**src/rtl/mips32_boot_pkg.sv**
```systemverilog
// Shared types and constants for the MIPS32 boot loader: FSM states,
// error codes and the header field layout.
package mips32_boot_pkg;

  typedef enum logic [2:0] {
    ST_IDLE,
    ST_HDR,
    ST_LOAD,
    ST_CSUM,
    ST_DONE,
    ST_ERR
  } state_t;

  localparam logic [1:0] ERR_NONE  = 2'd0;
  localparam logic [1:0] ERR_ZERO  = 2'd1;
  localparam logic [1:0] ERR_RANGE = 2'd2;
  localparam logic [1:0] ERR_CSUM  = 2'd3;

  localparam int CNT_LSB = 16;
  localparam int CNT_W   = 16;

  // States in which the loader is consuming stream beats.
  function automatic logic is_streaming(input state_t s);
    return (s == ST_HDR) || (s == ST_LOAD) || (s == ST_CSUM);
  endfunction

endpackage

```
**src/rtl/mips32_boot_loader_if.sv**
```systemverilog
// Image stream (valid/ready) and memory write port of the boot loader.
// The loader is the slave of the stream and drives the memory port.
interface mips32_boot_loader_if #(
  parameter int DATA_W = 32,
  parameter int ADDR_W = 10
) ();

  logic              s_valid;
  logic [DATA_W-1:0] s_data;
  logic              s_ready;
  logic              mem_we;
  logic [ADDR_W-1:0] mem_addr;
  logic [DATA_W-1:0] mem_wdata;

  modport master (
    output s_valid, s_data,
    input  s_ready, mem_we, mem_addr, mem_wdata
  );

  modport slave (
    input  s_valid, s_data,
    output s_ready, mem_we, mem_addr, mem_wdata
  );

endinterface

```
**src/rtl/mips32_boot_csum.sv**
```systemverilog
// XOR accumulator for the image checksum; clear has priority over enable.
module mips32_boot_csum #(
  parameter int W = 32
) (
  input  logic         clk1,
  input  logic         rst_n,
  input  logic         clr,
  input  logic         en,
  input  logic [W-1:0] din,
  output logic [W-1:0] acc
);

  logic [W-1:0] acc_q;
  logic [W-1:0] acc_d;

  always_comb begin
    acc_d = acc_q;
    if (clr) begin
      acc_d = '0;
    end else if (en) begin
      acc_d = acc_q ^ din;
    end
  end

  always_ff @(posedge clk1 or negedge rst_n) begin
    if (!rst_n) begin
      acc_q <= '0;
    end else begin
      acc_q <= acc_d;
    end
  end

  assign acc = acc_q;

endmodule

```
**src/rtl/mips32_boot_loader.sv**
```systemverilog
// Streams a checksummed program image into core memory and releases the
// core (PC = image base, halt cleared) only after the checksum verifies.
module mips32_boot_loader
  import mips32_boot_pkg::*;
#(
  parameter int DATA_W    = 32,
  parameter int ADDR_W    = 10,
  parameter int MEM_DEPTH = 1024
) (
  input  logic                 clk1,
  input  logic                 rst_n,
  input  logic                 start,
  mips32_boot_loader_if.slave  bus,
  output logic                 cpu_halted,
  output logic [ADDR_W-1:0]    cpu_pc_init,
  output logic                 boot_done,
  output logic                 boot_err,
  output logic [1:0]           err_code
);

  // Range check is done wide enough that base + count can never wrap.
  localparam int              SUM_W     = ADDR_W + 17;
  localparam logic [SUM_W-1:0] DEPTH_LIM = SUM_W'(MEM_DEPTH);

  state_t state_q, state_d;
  logic [CNT_W-1:0]  cnt_q, cnt_d;
  logic [CNT_W-1:0]  idx_q, idx_d;
  logic [ADDR_W-1:0] base_q, base_d;
  logic              s_ready_q, s_ready_d;
  logic              mem_we_q, mem_we_d;
  logic [ADDR_W-1:0] mem_addr_q, mem_addr_d;
  logic [DATA_W-1:0] mem_wdata_q, mem_wdata_d;
  logic              cpu_halted_q, cpu_halted_d;
  logic [ADDR_W-1:0] cpu_pc_init_q, cpu_pc_init_d;
  logic              boot_done_q, boot_done_d;
  logic              boot_err_q, boot_err_d;
  logic [1:0]        err_code_q, err_code_d;

  logic              accept;
  logic              csum_clr;
  logic              csum_en;
  logic [DATA_W-1:0] csum_acc;
  logic [CNT_W-1:0]  hdr_cnt;
  logic [ADDR_W-1:0] hdr_base;
  logic [SUM_W-1:0]  hdr_end;
  logic [CNT_W-1:0]  idx_inc;

  assign accept   = bus.s_valid && s_ready_q;
  assign hdr_cnt  = bus.s_data[CNT_LSB +: CNT_W];
  assign hdr_base = bus.s_data[ADDR_W-1:0];
  assign hdr_end  = SUM_W'(hdr_base) + SUM_W'(hdr_cnt);
  assign idx_inc  = idx_q + CNT_W'(1);

  mips32_boot_csum #(.W(DATA_W)) u_csum (
    .clk1 (clk1),
    .rst_n(rst_n),
    .clr  (csum_clr),
    .en   (csum_en),
    .din  (bus.s_data),
    .acc  (csum_acc)
  );

  always_comb begin
    state_d       = state_q;
    cnt_d         = cnt_q;
    idx_d         = idx_q;
    base_d        = base_q;
    mem_we_d      = 1'b0;
    mem_addr_d    = mem_addr_q;
    mem_wdata_d   = mem_wdata_q;
    cpu_pc_init_d = cpu_pc_init_q;
    err_code_d    = err_code_q;
    csum_clr      = 1'b0;
    csum_en       = 1'b0;

    case (state_q)
      ST_IDLE, ST_DONE, ST_ERR: begin
        if (start) begin
          state_d    = ST_HDR;
          err_code_d = ERR_NONE;
          csum_clr   = 1'b1;
        end
      end
      ST_HDR: begin
        if (accept) begin
          cnt_d   = hdr_cnt;
          base_d  = hdr_base;
          idx_d   = '0;
          csum_en = 1'b1;
          if (hdr_cnt == '0) begin
            state_d    = ST_ERR;
            err_code_d = ERR_ZERO;
          end else if (hdr_end > DEPTH_LIM) begin
            state_d    = ST_ERR;
            err_code_d = ERR_RANGE;
          end else begin
            state_d = ST_LOAD;
          end
        end
      end
      ST_LOAD: begin
        if (accept) begin
          mem_we_d    = 1'b1;
          mem_addr_d  = base_q + idx_q[ADDR_W-1:0];
          mem_wdata_d = bus.s_data;
          csum_en     = 1'b1;
          idx_d       = idx_inc;
          if (idx_inc == cnt_q) begin
            state_d = ST_CSUM;
          end
        end
      end
      ST_CSUM: begin
        if (accept) begin
          if (bus.s_data == csum_acc) begin
            state_d       = ST_DONE;
            cpu_pc_init_d = base_q;
          end else begin
            state_d    = ST_ERR;
            err_code_d = ERR_CSUM;
          end
        end
      end
      default: state_d = ST_IDLE;
    endcase

    // Status outputs are registered from the next state so they change
    // together with the state, one cycle after the deciding beat.
    s_ready_d    = is_streaming(state_d);
    boot_done_d  = (state_d == ST_DONE);
    boot_err_d   = (state_d == ST_ERR);
    cpu_halted_d = (state_d != ST_DONE);
  end

  always_ff @(posedge clk1 or negedge rst_n) begin
    if (!rst_n) begin
      state_q       <= ST_IDLE;
      cnt_q         <= '0;
      idx_q         <= '0;
      base_q        <= '0;
      s_ready_q     <= 1'b0;
      mem_we_q      <= 1'b0;
      mem_addr_q    <= '0;
      mem_wdata_q   <= '0;
      cpu_halted_q  <= 1'b1;
      cpu_pc_init_q <= '0;
      boot_done_q   <= 1'b0;
      boot_err_q    <= 1'b0;
      err_code_q    <= ERR_NONE;
    end else begin
      state_q       <= state_d;
      cnt_q         <= cnt_d;
      idx_q         <= idx_d;
      base_q        <= base_d;
      s_ready_q     <= s_ready_d;
      mem_we_q      <= mem_we_d;
      mem_addr_q    <= mem_addr_d;
      mem_wdata_q   <= mem_wdata_d;
      cpu_halted_q  <= cpu_halted_d;
      cpu_pc_init_q <= cpu_pc_init_d;
      boot_done_q   <= boot_done_d;
      boot_err_q    <= boot_err_d;
      err_code_q    <= err_code_d;
    end
  end

  assign bus.s_ready   = s_ready_q;
  assign bus.mem_we    = mem_we_q;
  assign bus.mem_addr  = mem_addr_q;
  assign bus.mem_wdata = mem_wdata_q;
  assign cpu_halted    = cpu_halted_q;
  assign cpu_pc_init   = cpu_pc_init_q;
  assign boot_done     = boot_done_q;
  assign boot_err      = boot_err_q;
  assign err_code      = err_code_q;

endmodule
```
**src/flat_wrapper.sv**
```systemverilog
// flat-port wrapper written by rule: the top's interface ports become plain ports
module mips32_boot_loader_flat import mips32_boot_pkg::*;
#(
  parameter int DATA_W    = 32,
  parameter int ADDR_W    = 10,
  parameter int MEM_DEPTH = 1024
)
  (clk1, rst_n, start, cpu_halted, cpu_pc_init, boot_done, boot_err, err_code, bus_s_valid, bus_s_data, bus_s_ready, bus_mem_we, bus_mem_addr, bus_mem_wdata);
  mips32_boot_loader_if #(.DATA_W(DATA_W), .ADDR_W(ADDR_W)) bus_i ();
  input  logic clk1;
  input  logic rst_n;
  input  logic start;
  output logic cpu_halted;
  output logic [ADDR_W-1:0] cpu_pc_init;
  output logic boot_done;
  output logic boot_err;
  output logic [1:0] err_code;
  input wire logic [$bits(bus_i.s_valid)-1:0] bus_s_valid;
  input wire logic [$bits(bus_i.s_data)-1:0] bus_s_data;
  output wire logic [$bits(bus_i.s_ready)-1:0] bus_s_ready;
  output wire logic [$bits(bus_i.mem_we)-1:0] bus_mem_we;
  output wire logic [$bits(bus_i.mem_addr)-1:0] bus_mem_addr;
  output wire logic [$bits(bus_i.mem_wdata)-1:0] bus_mem_wdata;
  assign bus_i.s_valid = bus_s_valid;
  assign bus_i.s_data = bus_s_data;
  assign bus_s_ready = bus_i.s_ready;
  assign bus_mem_we = bus_i.mem_we;
  assign bus_mem_addr = bus_i.mem_addr;
  assign bus_mem_wdata = bus_i.mem_wdata;
  mips32_boot_loader #(.DATA_W(DATA_W), .ADDR_W(ADDR_W), .MEM_DEPTH(MEM_DEPTH)) u_core (.clk1(clk1), .rst_n(rst_n), .start(start), .bus(bus_i), .cpu_halted(cpu_halted), .cpu_pc_init(cpu_pc_init), .boot_done(boot_done), .boot_err(boot_err), .err_code(err_code));
endmodule
```
**config.mk**
```make
export PLATFORM = sky130hd
export DESIGN_NAME = mips32_boot_loader_flat
export DESIGN_NICKNAME = d
export VERILOG_FILES = /design/src/rtl/mips32_boot_pkg.sv /design/src/rtl/mips32_boot_loader_if.sv /design/src/rtl/mips32_boot_csum.sv /design/src/rtl/mips32_boot_loader.sv /design/src/flat_wrapper.sv
export SDC_FILE = /design/constraint.sdc
export NUM_CORES = 1
export LEC_CHECK = 0
export CAP_MARGIN = 5
export CORE_MARGIN = 5
export CORE_UTILIZATION = 35
export DETAILED_ROUTE_END_ITERATION = 6
export PLACE_DENSITY_LB_ADDON = 0.15
export SYNTH_ARGS = -nofsm -noshare
export SYNTH_HDL_FRONTEND = slang
export SYNTH_SLANG_ARGS = --single-unit
export TNS_END_PERCENT = 10
```
**constraint.sdc**
```tcl
create_clock -name clk1 -period 2.37 [get_ports clk1]
set_clock_uncertainty 0.15 [all_clocks]
set_input_delay 0.474 -clock clk1 [delete_from_list [all_inputs] [get_ports clk1]]
set_output_delay 0.474 -clock clk1 [all_outputs]
set_load 0.01 [all_outputs]
```
# Yosys cells after proc, flatten, opt, wreduce, memory -nomap -nowiden
# Index checks and enable logic that the tools add are counted.
dict set report word_totals {
  ff_bits 136
  input_bits 36
  out_inout_bits 59
}
dict set report op_classes {
  addsub 3
  magnitude_cmp 1
  n_eq_ne 19
  mux 26
  bitwise 1
  reduce_logical 15
}
# op count
set ops {}
lappend ops {{$mux W32} 2}
lappend ops {{$eq A32 B32 Y1} 1}
lappend ops {{$mux W16} 2}
lappend ops {{$pmux W16 S2} 1}
lappend ops {{$xor A32 B32 Y32} 1}
lappend ops {{$gt A27 B11 Y1 const B} 1}
lappend ops {{$mux W3} 7}
lappend ops {{$add A10 B16 Y17} 1}
lappend ops {{$add A16 B1 Y16 const B} 1}
lappend ops {{$eq A16 B16 Y1} 1}
lappend ops {{$logic_not A16 Y1} 1}
lappend ops {{$eq A3 B2 Y1 const B} 4}
lappend ops {{$eq A3 B3 Y1 const B} 4}
lappend ops {{$mux W2} 6}
lappend ops {{$pmux W3 S4} 1}
lappend ops {{$add A10 B10 Y10} 1}
lappend ops {{$eq A3 B1 Y1 const B} 2}
lappend ops {{$mux W1} 6}
lappend ops {{$ne A2 B1 Y1 const B} 3}
lappend ops {{$pmux W2 S3} 1}
lappend ops {{$reduce_and A3 Y1} 2}
lappend ops {{$reduce_and A6 Y1} 1}
lappend ops {{$ne A2 B2 Y1 const B} 2}
lappend ops {{$reduce_and A2 Y1} 2}
lappend ops {{9 further kinds} 11}

# Depth between registers and ports, before layout
dict set report depth {
  depth_word 9
  mapped_depth 10
  depth_no_buf 10
}

# Hierarchy
# A second synthesis with hierarchy kept.
dict set report unflattened {
  cells_unflattened 775
  area_unflattened_um2 7708.6
}
# mod n_inst cells_per_inst area_each_um2 seq_area_each_um2
set by_module_without_submodules {}
lappend by_module_without_submodules {mips32_boot_loader 1 637 6007.0 2603.7}
lappend by_module_without_submodules {mips32_boot_csum 1 138 1701.6 800.8}

# Worst setup path after synthesis
# OpenSTA, ideal clock, no wires.
dict set report synth_path {
  kind {in2reg}
  startpoint {in bus_s_data[0]}
  endpoint {reg u_core.boot_done_q, in the netlist u_core.boot_done}
  setup_ps 119
  t_arrival_ps 2722
  required_time_ps 2101
  path_slack_ps -621
  stages 9
  n_path_buf 0
  cell_sequence {ha_1 -> fa_1 -> xor2_1 -> a2111o_1 -> a2111oi_0 -> o211a_1 -> a311oi_2 -> o31a_1 -> o21a_1}
}
dict set report synth_between {
  elab_chain_len 7
  elab_cells_between_ends 10
  cone_classes {add/sub: 1; order compare: 1; eq/ne: 2; mux: 6}
}
# element line
set synth_lines {}
lappend synth_lines {{start: declaration} flat_wrapper.sv:19} ;# input wire logic [$bits(bus_i.s_data)-1:0] bus_s_data;
lappend synth_lines {{$add A10 B16 Y17} mips32_boot_loader.sv:51} ;# assign hdr_end = SUM_W'(hdr_base) + SUM_W'(hdr_cnt);
lappend synth_lines {{$gt A27 B11 Y1} mips32_boot_loader.sv:93} ;# end else if (hdr_end > DEPTH_LIM) begin
lappend synth_lines {{$mux W3} mips32_boot_loader.sv:93}
lappend synth_lines {{$mux W3} mips32_boot_loader.sv:90} ;# if (hdr_cnt == '0) begin
lappend synth_lines {{$mux W3} mips32_boot_loader.sv:85} ;# if (accept) begin
lappend synth_lines {{$pmux W3 S4 *} mips32_boot_loader.sv:76} ;# case (state_q)
lappend synth_lines {{$eq A3 B3 Y1 *} mips32_boot_loader.sv:130} ;# boot_done_d = (state_d == ST_DONE);
lappend synth_lines {{via u_core.boot_done_d} mips32_boot_loader.sv:35} ;# logic boot_done_q, boot_done_d;
lappend synth_lines {{end signal: assignment} mips32_boot_loader.sv:161} ;# boot_done_q <= boot_done_d;
lappend synth_lines {{end: declaration} mips32_boot_loader.sv:35}
# Mark *: on every way through the listed nets, which the timed path passes. The rest lies on a longest branch.
# A chain may end at the register's enable or synchronous reset.

# Final worst setup path
dict set report layout_path {
  startpoint {in bus_s_data[30]}
  endpoint {reg u_core.cpu_pc_init_q[5], in the netlist u_core.cpu_pc_init[5]}
}
dict set report layout_between {
  elab_chain_len 2
}
# element line
set layout_lines {}
lappend layout_lines {{$eq A32 B32 Y1} mips32_boot_loader.sv:115} ;# if (bus.s_data == csum_acc) begin
lappend layout_lines {{$reduce_and A3 Y1 (no source line)} --}
lappend layout_lines {{end signal: assignment} mips32_boot_loader.sv:160} ;# cpu_pc_init_q <= cpu_pc_init_d;
lappend layout_lines {{end: declaration} mips32_boot_loader.sv:34} ;# logic [ADDR_W-1:0] cpu_pc_init_q, cpu_pc_init_d;
# No other way between the ends.

==> run summary <==
The worst-case IR drop observed on VDD is 0.000515 V. The first global-routing pass estimated 38900 um of wire. The repair_antennas step left the layout with diodes totalling 0. The clock tree root driver cell is sky130_fd_sc_hd__clkbuf_16. The logs give 68.2% for the relative slew slack and 60 for the pin count of the biggest net entering global routing. Cells fill 51.4% of the core in the end. The min-delay analysis places its worst path in the category in -> reg.

The logs give 0 for the global-route congestion overflow total and 0.42 ns for the source-to-sink clock delay at the later pin of the worst-skew pair. The post-synthesis instance total is 841. For this run, design rule violations remaining after detail routing come to 0.

In the routed layout, each cell is associated on average with a via count of 5.15. The final critical delay including setup and external delays came out at 2.61 ns. The worst path required time was 2.52 ns. In the synthesized netlist the dominant register cell turns out to be sky130_fd_sc_hd__dfrtp_1.

CTS built an H-tree with a depth of 4. The count of buffers added on input and output ports is 94. The share of post-route cells with drive strength above 1 was 28.5%.

The run gives 54 as the count of standard-cell rows. The run gives 366 as the detailed router's first-iteration violation count. The number of global-route vias before repair came out at 7045.

Summed over all cells, the static leakage comes to 5.40 nW. Leaving out fill and tap cells, the most frequent cell in the layout is sky130_fd_sc_hd__buf_4. Of the synthesized area, sequential elements account for 43.9%. Post-synthesis instance area: 7760 sq um. The tree built by TritonCTS fans out to 136 sinks. Wires add up to 24300 um. Counting the buffers created by CTS gives 17.

The initial antenna violation count is 0, and the transition time at the pin with the least slew margin is 0.472 ns. The top cell types in the final layout, fill and taps aside, are sky130_fd_sc_hd__buf_4, sky130_fd_sc_hd__nand2_1, sky130_fd_sc_hd__dfrtp_1. Static timing analysis puts the maximum clock frequency at 0.383 GHz. In this run the remaining antenna-violating nets after routing total 0.

The run gives 5 as the first-pass iteration count of the detailed router. For the final weighted congestion in routability-driven placement, the log shows 0.864. The post-synth net total is 899, and the number of cells on the worst reg-to-reg path is 8.

For the arrival time of the worst setup path, the log shows 2.76 ns. Total die area: 25200 sq um. The checks that failed: setup timing. The worst-case clock buffer depth was 2. Setup repair after global routing could not meet its margin everywhere.

Compared with the post-synthesis result, the final layout area differs by 44.4%. The initial cell density of the core is 35.6%, and the max-slew violation count is 0. The power density over the cells was 811 nW/um^2.

The critical path is of the in -> reg type. The aggregate negative setup slack was -3.79 ns. Counting flops and latches in the post-synthesis netlist gives 136. Summed over all nets, the half-perimeter wirelength after detailed placement is 17700 um. The worst setup path is launched from an input port. The final route contains 7096 vias. The per-cell routed wire length is 17.6 um. The sort of element at the end of the critical path is a flip-flop. For this run, the number of Yosys warnings is 0.

In the finished design, the share of the clock period the worst path needs comes to 110%. The hold violation count in the final report was 0. The tool flagged a number of max-cap violations equal to 0. Total I/O pin count: 95. TritonCTS built the clock tree. The worst hold path passes through 3 cells. In this run the standard cell core region covers 21800 sq um. For the minimum setup slack in the final design, the log shows -0.241 ns. Dividing the synthesized area by the synthesized cell count gives 9.23 sq um. The async set-reset flop share out of synthesis came out at 100%. After synthesis, the netlist uses 67 different library cells. Of all nets on the critical path, the largest fanout is 10.

The die span in x came out at 159 um. For this run, the post-layout net count is 1144. From bottom edge to top edge, the die measures 159 um.

After clock tree synthesis, the clock-pin slew on the worst setup and hold paths is 0.06 ns. Global routing usage summed across all routing layers: 19.0%. The setup-violating endpoint count in the final report was 19.

The flow ran to the end, but the final reports show violations. The synthesized design contains 0 enable-type register cells.
area by class of cell:
cell class / count / area [sq um]
multi-input cells: 643 / 4500
clock inverters: 13 / 121
inverters: 16 / 60.1
flip-flops and latches: 136 / 3410
well taps: 280 / 350
clock buffers: 18 / 429
repair buffers: 272 / 2340
fillers: 2075 / 10600
power breakdown:
group          leakage [nW]  total [mW]  internal (mW)  switching [mW]
registers              1.81        3.28           2.85           0.435
logic                  3.33        3.26           1.67            1.59
clock network         0.256        2.54           1.45            1.09
final timing paths:
path	end	from	slack [ns]
worst min register to register	u_core.bus.mem_addr[9]	u_core.bus.mem_addr[9]	0.32
min in group asynchronous	u_core.bus.mem_wdata[4]	rst_n	0.36
worst max register to register	u_core.cpu_pc_init[5]	u_core.u_csum.acc[3]	-0.18
max in group asynchronous	u_core.cpu_halted	rst_n	1.01
worst max-delay path	u_core.cpu_pc_init[5]	bus_s_data[30]	-0.24
worst min-delay path	u_core.bus.mem_wdata[17]	bus_s_data[17]	0.21
worst max-delay path, cell delays in order:
cell and delay (ns):
sky130_fd_sc_hd__clkdlybuf4s50_1 0.45, sky130_fd_sc_hd__xor2_1 0.22, sky130_fd_sc_hd__nor4_1 0.33, sky130_fd_sc_hd__nand4_1 0.25, sky130_fd_sc_hd__or3_4 0.42, sky130_fd_sc_hd__nor2_4 0.13, sky130_fd_sc_hd__buf_12 0.16, sky130_fd_sc_hd__mux2_4 0.30
cell usage after synthesis (all sizes together), types with 2 or more instances:
library cell    n  area share [%]
fa              2            0.52
a31o            3            0.34
o21a            5            0.48
mux2i           4            0.52
nand3          21             1.4
a31oi           3            0.24
nor4           15             1.4
nor3b          36             3.5
nor3           10            0.79
and3b           2            0.23
nand3b          2            0.19
nand2         164             8.0
a21o           35             3.4
o31ai          11             1.1
nand2b         14             1.1
and3            5            0.40
o22ai           4            0.32
a21boi          5            0.48
and2            6            0.48
xor2           44             5.0
a2111oi         2            0.23
and4            3            0.35
buf             9            0.56
o41ai           7            0.79
o21ai          80             5.2
or3             6            0.48
o21bai          3            0.29
o2111ai         4            0.45
ha             20             3.2
a211oi          5            0.48
o211ai          5            0.48
a21oi          20             1.3
clkbuf         37             1.8
nand4          10             1.1
xnor2          11             1.2
nor2b           5            0.40
dfrtp         135              44
or2             2            0.16
a22oi           2            0.19
inv            16            0.77
mux2           26             3.8
nor2           27             1.3
o31a            2            0.23
state kept, by name (all words and copies together) (netlist names):
register and flops:
u_core.bus.mem_wdata 32, u_core.bus.mem_addr 10, u_core.state_q 3, u_core.bus.s_ready 1
u_core.cpu_pc_init 10, u_core.cpu_halted 1, u_core.base_q 10, u_core.bus.mem_we 1
u_core.cnt_q 16, u_core.u_csum.acc 32, u_core.boot_done 1, u_core.idx_q 16
u_core.err_code 2, u_core.boot_err 1
kinds of logic after synthesis:
group / count (synthesis) / synth area share, %
and+or+nand+nor: 331 / 21.7
AOI/OAI and AO/OA: 205 / 17.1
muxes: 30 / 4.29
DFF: 136 / 43.9
buffers and inverters: 62 / 3.13
adders and majority gates: 22 / 3.74
xor gates and xnor gates: 55 / 6.21
metal layers:
metal  GRT usage (%)  routed length [um]
met5               0                   0
met3            4.02                 934
met2            31.0               11700
met4            4.46                 289
met1            26.0               11400
what timing repair did:
| item | 4_1_cts | 5_1_grt |
|---|---|---|
| endpoints found under the setup margin | 25 | 60 |
| pin swaps | 20 | 30 |
| setup buffers | 8 | 7 |
| cloned | 0 | 0 |
| hold buffers | 1 | 0 |
| resized for setup | 68 | 78 |
| hold endpoints to repair | 30 | 0 |
metrics by stage:
step	cell area, sq um	hold WS (ns)	total power [mW]	setup WS, ns	std cells
after global placement	10200	0.244	6.37	-1.07	1332
after global routing	11200	0.211	9.66	-0.286	1378
final	11200	0.207	9.09	-0.241	1378
after CTS	11000	0.256	9.06	-0.284	1372
after floorplan	7790	0.0284	4.99	-0.415	841
after detailed placement	10200	0.242	6.43	-1.10	1332
Power figures use the tool's default switching activity.
